[src/rtl/router_pkg.sv]
// Shared definitions for the 1x3 router datapath: byte width, header
// field positions and destination address encodings.
package router_pkg;

    localparam int DATA_W   = 8;

    // Header byte layout: [1:0] destination, [7:2] payload length
    localparam int ADDR_LSB = 0;
    localparam int ADDR_MSB = 1;
    localparam int LEN_LSB  = 2;
    localparam int LEN_MSB  = 7;

    typedef enum logic [1:0] {
        ADDR_FIFO0 = 2'b00,
        ADDR_FIFO1 = 2'b01,
        ADDR_FIFO2 = 2'b10
    } dest_addr_e;

    // Payload length carried in a header byte
    function automatic logic [LEN_MSB-LEN_LSB:0] hdr_len(input logic [DATA_W-1:0] hdr);
        return hdr[LEN_MSB:LEN_LSB];
    endfunction

endpackage

[src/rtl/router_parity_acc.sv]
// Running XOR accumulator with synchronous clear and enable. Kept separate
// so a CRC variant can reuse the same clear/enable interface.
module router_parity_acc #(
    parameter int DATA_W = 8
) (
    input  logic              clk,
    input  logic              rstn,
    input  logic              clr,
    input  logic              en,
    input  logic [DATA_W-1:0] din,
    output logic [DATA_W-1:0] acc
);

    // Clear has priority over accumulation so a new packet always starts from zero
    always_ff @(posedge clk) begin
        if (!rstn) begin
            acc <= '0;
        end else if (clr) begin
            acc <= '0;
        end else if (en) begin
            acc <= acc ^ din;
        end
    end

endmodule

[src/rtl/router_reg.sv]
// Datapath register stage of the 1x3 router. Driven by the control FSM's
// state strobes, it steers bytes to the FIFO write port, parks a byte
// while the FIFO is full, accumulates packet parity and flags mismatches.
module router_reg
    import router_pkg::*;
#(
    parameter int DATA_W = router_pkg::DATA_W
) (
    input  logic              clk,
    input  logic              rstn,
    input  logic              pkt_vld,
    input  logic [DATA_W-1:0] data_in,
    input  logic              fifo_full,
    input  logic              detect_add,
    input  logic              lfd_state,
    input  logic              ld_state,
    input  logic              full_state,
    input  logic              laf_state,
    input  logic              rst_int_reg,
    output logic              parity_done,
    output logic              low_pkt_vld,
    output logic              err,
    output logic [DATA_W-1:0] dout
);

    logic [DATA_W-1:0] hdr_byte;
    logic [DATA_W-1:0] full_byte;
    logic [DATA_W-1:0] int_parity;
    logic [DATA_W-1:0] pkt_parity;

    logic              acc_en;
    logic [DATA_W-1:0] acc_din;

    // Header is counted during load_first_data; payload bytes only while the source
    // flags them valid, so the parity byte itself never enters the sum. A byte
    // parked because the FIFO is full was already counted in load_data.
    always_comb begin
        acc_en  = lfd_state || (ld_state && pkt_vld);
        acc_din = lfd_state ? hdr_byte : data_in;
    end

    router_parity_acc #(
        .DATA_W (DATA_W)
    ) u_parity_acc (
        .clk  (clk),
        .rstn (rstn),
        .clr  (detect_add),
        .en   (acc_en),
        .din  (acc_din),
        .acc  (int_parity)
    );

    // Capture the header byte while the FSM decodes the destination address
    always_ff @(posedge clk) begin
        if (!rstn) begin
            hdr_byte <= '0;
        end else if (detect_add && pkt_vld) begin
            hdr_byte <= data_in;
        end
    end

    // FIFO write data: header first, then payload; a byte arriving while the FIFO
    // is full is parked in full_byte and replayed in load_after_full
    always_ff @(posedge clk) begin
        if (!rstn) begin
            dout      <= '0;
            full_byte <= '0;
        end else if (lfd_state) begin
            dout <= hdr_byte;
        end else if (ld_state && !fifo_full) begin
            dout <= data_in;
        end else if (ld_state && fifo_full) begin
            full_byte <= data_in;
        end else if (laf_state) begin
            dout <= full_byte;
        end
    end

    // Source has dropped pkt_vld for this packet; only the parity check state clears it
    always_ff @(posedge clk) begin
        if (!rstn) begin
            low_pkt_vld <= 1'b0;
        end else if (rst_int_reg) begin
            low_pkt_vld <= 1'b0;
        end else if (ld_state && !pkt_vld) begin
            low_pkt_vld <= 1'b1;
        end
    end

    // Latch the received parity byte, either directly or after a full-FIFO replay
    always_ff @(posedge clk) begin
        if (!rstn) begin
            parity_done <= 1'b0;
            pkt_parity  <= '0;
        end else if (detect_add) begin
            parity_done <= 1'b0;
        end else if (ld_state && !fifo_full && !pkt_vld) begin
            parity_done <= 1'b1;
            pkt_parity  <= data_in;
        end else if (laf_state && low_pkt_vld && !parity_done) begin
            parity_done <= 1'b1;
            pkt_parity  <= full_byte;
        end
    end

    // Sticky parity error, compared once the received parity byte is in hand
    always_ff @(posedge clk) begin
        if (!rstn) begin
            err <= 1'b0;
        end else if (detect_add) begin
            err <= 1'b0;
        end else if (parity_done && (int_parity != pkt_parity)) begin
            err <= 1'b1;
        end
    end

endmodule

[config.mk]
export PLATFORM = sky130hd
export DESIGN_NAME = router_reg
export DESIGN_NICKNAME = d
export VERILOG_FILES = /design/src/rtl/router_pkg.sv /design/src/rtl/router_parity_acc.sv /design/src/rtl/router_reg.sv
export SDC_FILE = /design/constraint.sdc
export NUM_CORES = 1
export LEC_CHECK = 0
export CAP_MARGIN = 15
export CORE_MARGIN = 2
export CORE_UTILIZATION = 53
export CTS_CLUSTER_DIAMETER = 200
export DETAILED_ROUTE_END_ITERATION = 10
export GPL_TIMING_DRIVEN = 0
export PLACE_DENSITY = 0.75
export SLEW_MARGIN = 20
export SYNTH_ARGS = -nofsm -noshare
export SYNTH_HDL_FRONTEND = slang
export SYNTH_SLANG_ARGS = --single-unit
[constraint.sdc]
create_clock -name clk -period 1.6 [get_ports clk]
set_clock_uncertainty 0.1 [all_clocks]
set_input_delay 0.24 -clock clk [delete_from_list [all_inputs] [get_ports clk]]
set_output_delay 0.24 -clock clk [all_outputs]
set_load 0.03 [all_outputs]
==> impl_metrics.csv <==
group,metric,value,unit
drt,via_count,1603,
sta,timing.final.crit_period,1.54,ns
synthesis,syn_avg_cell_area,9.35,um2
floorplanning,die_y,64.3,um
synthesis,ys_ff_latch,43,
global_route,grt_usage,22.5,%
global_route,grt_pass1_wl,7250,um
drt,ant_nets,0,
worst_setup_path,arrival,1.74,ns
sta,maxSlewViolCount,0,
worst_setup_path,r2r_start,"parity_done$_SDFFE_PP0P_",
synthesis,synth_warnings,0,
final_layout,drive_above_1_share,8.37,%
pwr,internal_power,1610,uW
final_layout,register_area,861,um2
final_layout,antennaDiodeCount,0,
final_layout,multi_input_area,1000,um2
placement,hpwl,3180,um
synthesis,ys.flop_type,"dfxtp_1",
sta,finalCritPeriodShare,96.5,%
pwr,finalPower,2140,uW
run_status,outcome,"complete, no violations",
worst_setup_path,crit_required,1.79,ns
min_path,min_path_cells,2,
min_path,min_from,"rstn",
drt,met1_length,1990,um
final_layout,design_area,2320,um2
pwr,switching_share,24.9,%
drt,drtIter0Drc,66,
pwr,pwr-share-clk,33.3,%
floorplanning,initial_core_util,56.4,%
run,max_cap_viol_count,0,
final_layout,synthToLayoutAreaGrowth,20.5,%
pwr,power_density,924,nW/um2
drt,vias_per_cell,5.62,
sta,fmax,647,MHz
drt,wl_met2,2120,um
synthesis,yosysUniqueCellTypes,29,
pwr,p_seq_share,53.0,%
pwr,p_leak,0.000937,uW
global_route,grt_overflow,0,
drt,top_layer,"met4",
sta,tightest_slew,0.462,ns
drt,wl_per_cell,15.4,um
clocking,clk_latency,0.35,ns
clocking,clkTransAtPathRegs,0.12,ns
worst_setup_path,cpPeakStageDelay,0.45,ns
clocking,clockBufferDepth,2,
clocking,ctsRootBufferMaster,"clkbuf_4",
drt,wl_met3,196,um
synthesis,synth.cell_area,1930,um2
floorplanning,fp-row-count,21,
global_route,grt_pass1_vias,1629,
clocking,post_cts_buffers,0,
sta,rsz0062_at_grt,"no",
worst_setup_path,critical_path_class,"primary input to register",
worst_setup_path,worstPathMaxFanout,10,
clocking,cts_tree,"done",
floorplanning,die_w,64.3,um
final_layout,num-nets-final,256,
floorplanning,core_area,3420,um2
synthesis,yosysSeqAreaShare,44.7,%
drt,drtPass1Iterations,4,
pwr,combPwrFrac,13.6,%
global_route,grt_max_degree,14,
final_layout,nFillCells,299,
drt,drt_wl_total,4380,um
worst_setup_path,worstRegToRegCells,5,
placement,placed_cell_area,2240,um2
synthesis,synth_edf_count,0,
floorplanning,ios,29,
clocking,clock_sinks,43,
pwr,peakVddDrop,589,uV
drt,drc,0,
min_path,min_to,"hdr_byte[3]$_SDFFE_PN0P_",
worst_setup_path,end_kind,"register",
placement,port_buffers,26,
worst_setup_path,timing.rr.end,"pkt_parity[3]$_SDFFE_PN0P_",
sta,relSlewSlack,69.1,%
worst_setup_path,start_kind,"primary input",
synthesis,async_flop_share,0,%
synthesis,postSynthCellCount,206,
clocking,numCtsBuffers,5,
sta,finalHoldViolCount,0,
worst_setup_path,rrSetupSlack,0.16,ns
sta,setup_viol,0,
global_route,antenna_found_initial,0,
worst_setup_path,slowest_stage,"clkdlybuf4s50_1",
pwr,p_switching,534,uW
placement,gp_congestion,0.857,
min_path,min_path_type,"primary input to register",
floorplanning,dieArea,4130,um2
clocking,htree_levels,2,
synthesis,synth_nets,224,
worst_setup_path,cp_cell_sequence,"clkdlybuf4s50_1, or3b_4, buf_6, a21oi_4, o21ai_0, a21oi_1",
routing by layer:
layer | vias to the layer above | global-route usage, %
li1 | 786 | -
met2 | 40 | 39.6
met4 | 0 | 5.59
met1 | 770 | 27.6
met3 | 7 | 5.11
met5 | - | 0
cell usage after synthesis, types with 5 or more instances:
library cell  instances  share of area, %
nor2_1                8               1.6
o22ai_1               8               2.6
nor2b_1               9               2.9
dfxtp_1              43                45
a21oi_1              12               3.1
a22o_1                8               3.6
clkbuf_1              5              0.97
xnor2_1               8               3.6
mux2i_1              16               8.3
nand3_1               8               2.1
buf_2                 5               1.3
xor2_1                8               3.6
a21boi_0             16               6.2
nand2_1              18               3.5
o21ai_0              17               4.4
how the worst max path moves through the flow:
stage / startpoint / endpoint / slack, ns
after floorplan: low_pkt_vld$_SDFFE_PP0P_ / pkt_parity[0]$_SDFFE_PN0P_ / 0.16
after global placement: ld_state / dout[6]$_SDFFE_PN0P_ / -0.38
after detailed placement: detect_add / u_parity_acc.acc[1]$_SDFFE_PP0P_ / -0.38
after CTS: fifo_full / pkt_parity[0]$_SDFFE_PN0P_ / 0.04
after global routing: lfd_state / u_parity_acc.acc[5]$_SDFFE_PP0P_ / 0.003
final: fifo_full / pkt_parity[5]$_SDFFE_PN0P_ / 0.06
timing repair:
action | 4_1_cts | 5_1_grt
resized for setup | 14 | 3
setup endpoints to repair | 19 | 7
hold buffers | 0 | 0
pin swaps | 1 | 2
layout make-up:
class	count	area share, %
Timing Repair Buffer	26	10.6
Clock inverter	2	1.51
Tap cell	46	2.48
Clock buffer	6	2.21
Sequential cell	43	37.1
Multi-Input combinational cell	148	43.1
Buffer	11	2.43
Inverter	3	0.647
cell families (layout without fill, tap and decap cells):
group / after synthesis / after routing / synth area share [%]
flip-flops: 43 / 43 / 44.7
XOR/XNOR: 16 / 16 / 7.27
multiplexers: 16 / 16 / 8.31
buffers and inverters: 15 / 48 / 3.70
AND/OR/NAND/NOR: 53 / 53 / 14.7
AO/OA/AOI/OAI: 63 / 63 / 21.3
stage by stage:
| step | utilization (%) | setup TNS [ns] | hold slack, ns | setup slack (ns) | cells |
|---|---|---|---|---|---|
| floorplan | - | 0 | 0.216 | 0.161 | 206 |
| detailed placement | 65.7 | -12.89 | 0.357 | -0.378 | 278 |
| finish | 67.9 | 0 | 0.232 | 0.0556 | 285 |
| global route | 67.9 | 0 | 0.253 | 0.00292 | 285 |
| CTS | 67.9 | 0 | 0.231 | 0.0372 | 286 |
| global placement | 65.7 | -12.31 | 0.333 | -0.380 | 278 |
flip-flops by register name, summed over array words and instances (netlist names):
name	cells
parity_done	1
dout	8
u_parity_acc.acc	8
full_byte	8
low_pkt_vld	1
pkt_parity	8
hdr_byte	8
err	1
power groups by stage:
stage | Sequential [uW] | Clock [uW] | Combinational [uW]
2_1_floorplan | 1180 | 0 | 161
3_3_place_gp | 1160 | 0 | 287
3_5_place_dp | 1160 | 0 | 293
4_1_cts | 1140 | 726 | 291
5_1_grt | 1140 | 785 | 315
6_report | 1140 | 715 | 292
placed cells by master, fill, tap and decap left out, types with 2 or more instances in the layout:
master | synthesis | layout
a21boi_0 | 16 | 15
a21oi_1 | 12 | 12
a22o_1 | 8 | 8
buf_2 | 5 | 5
clkbuf_1 | 5 | 4
clkbuf_4 | 0 | 5
clkdlybuf4s50_1 | 0 | 14
dfxtp_1 | 43 | 43
dlygate4sd2_1 | 0 | 12
inv_1 | 2 | 2
mux2i_1 | 16 | 16
nand2_1 | 18 | 17
nand3_1 | 8 | 8
nand3b_1 | 2 | 2
nand4_1 | 2 | 2
nor2_1 | 8 | 8
nor2b_1 | 9 | 9
o21ai_0 | 17 | 16
o22ai_1 | 8 | 8
xnor2_1 | 8 | 8
xor2_1 | 8 | 8
worst max-delay path, delay by kind of cell:
family                 cells  cell delay (ns)
AND/OR/NAND/NOR            1             0.42
buffers and inverters      2             0.60
AO/OA/AOI/OAI              3             0.47
Power figures use the tool's default switching activity.
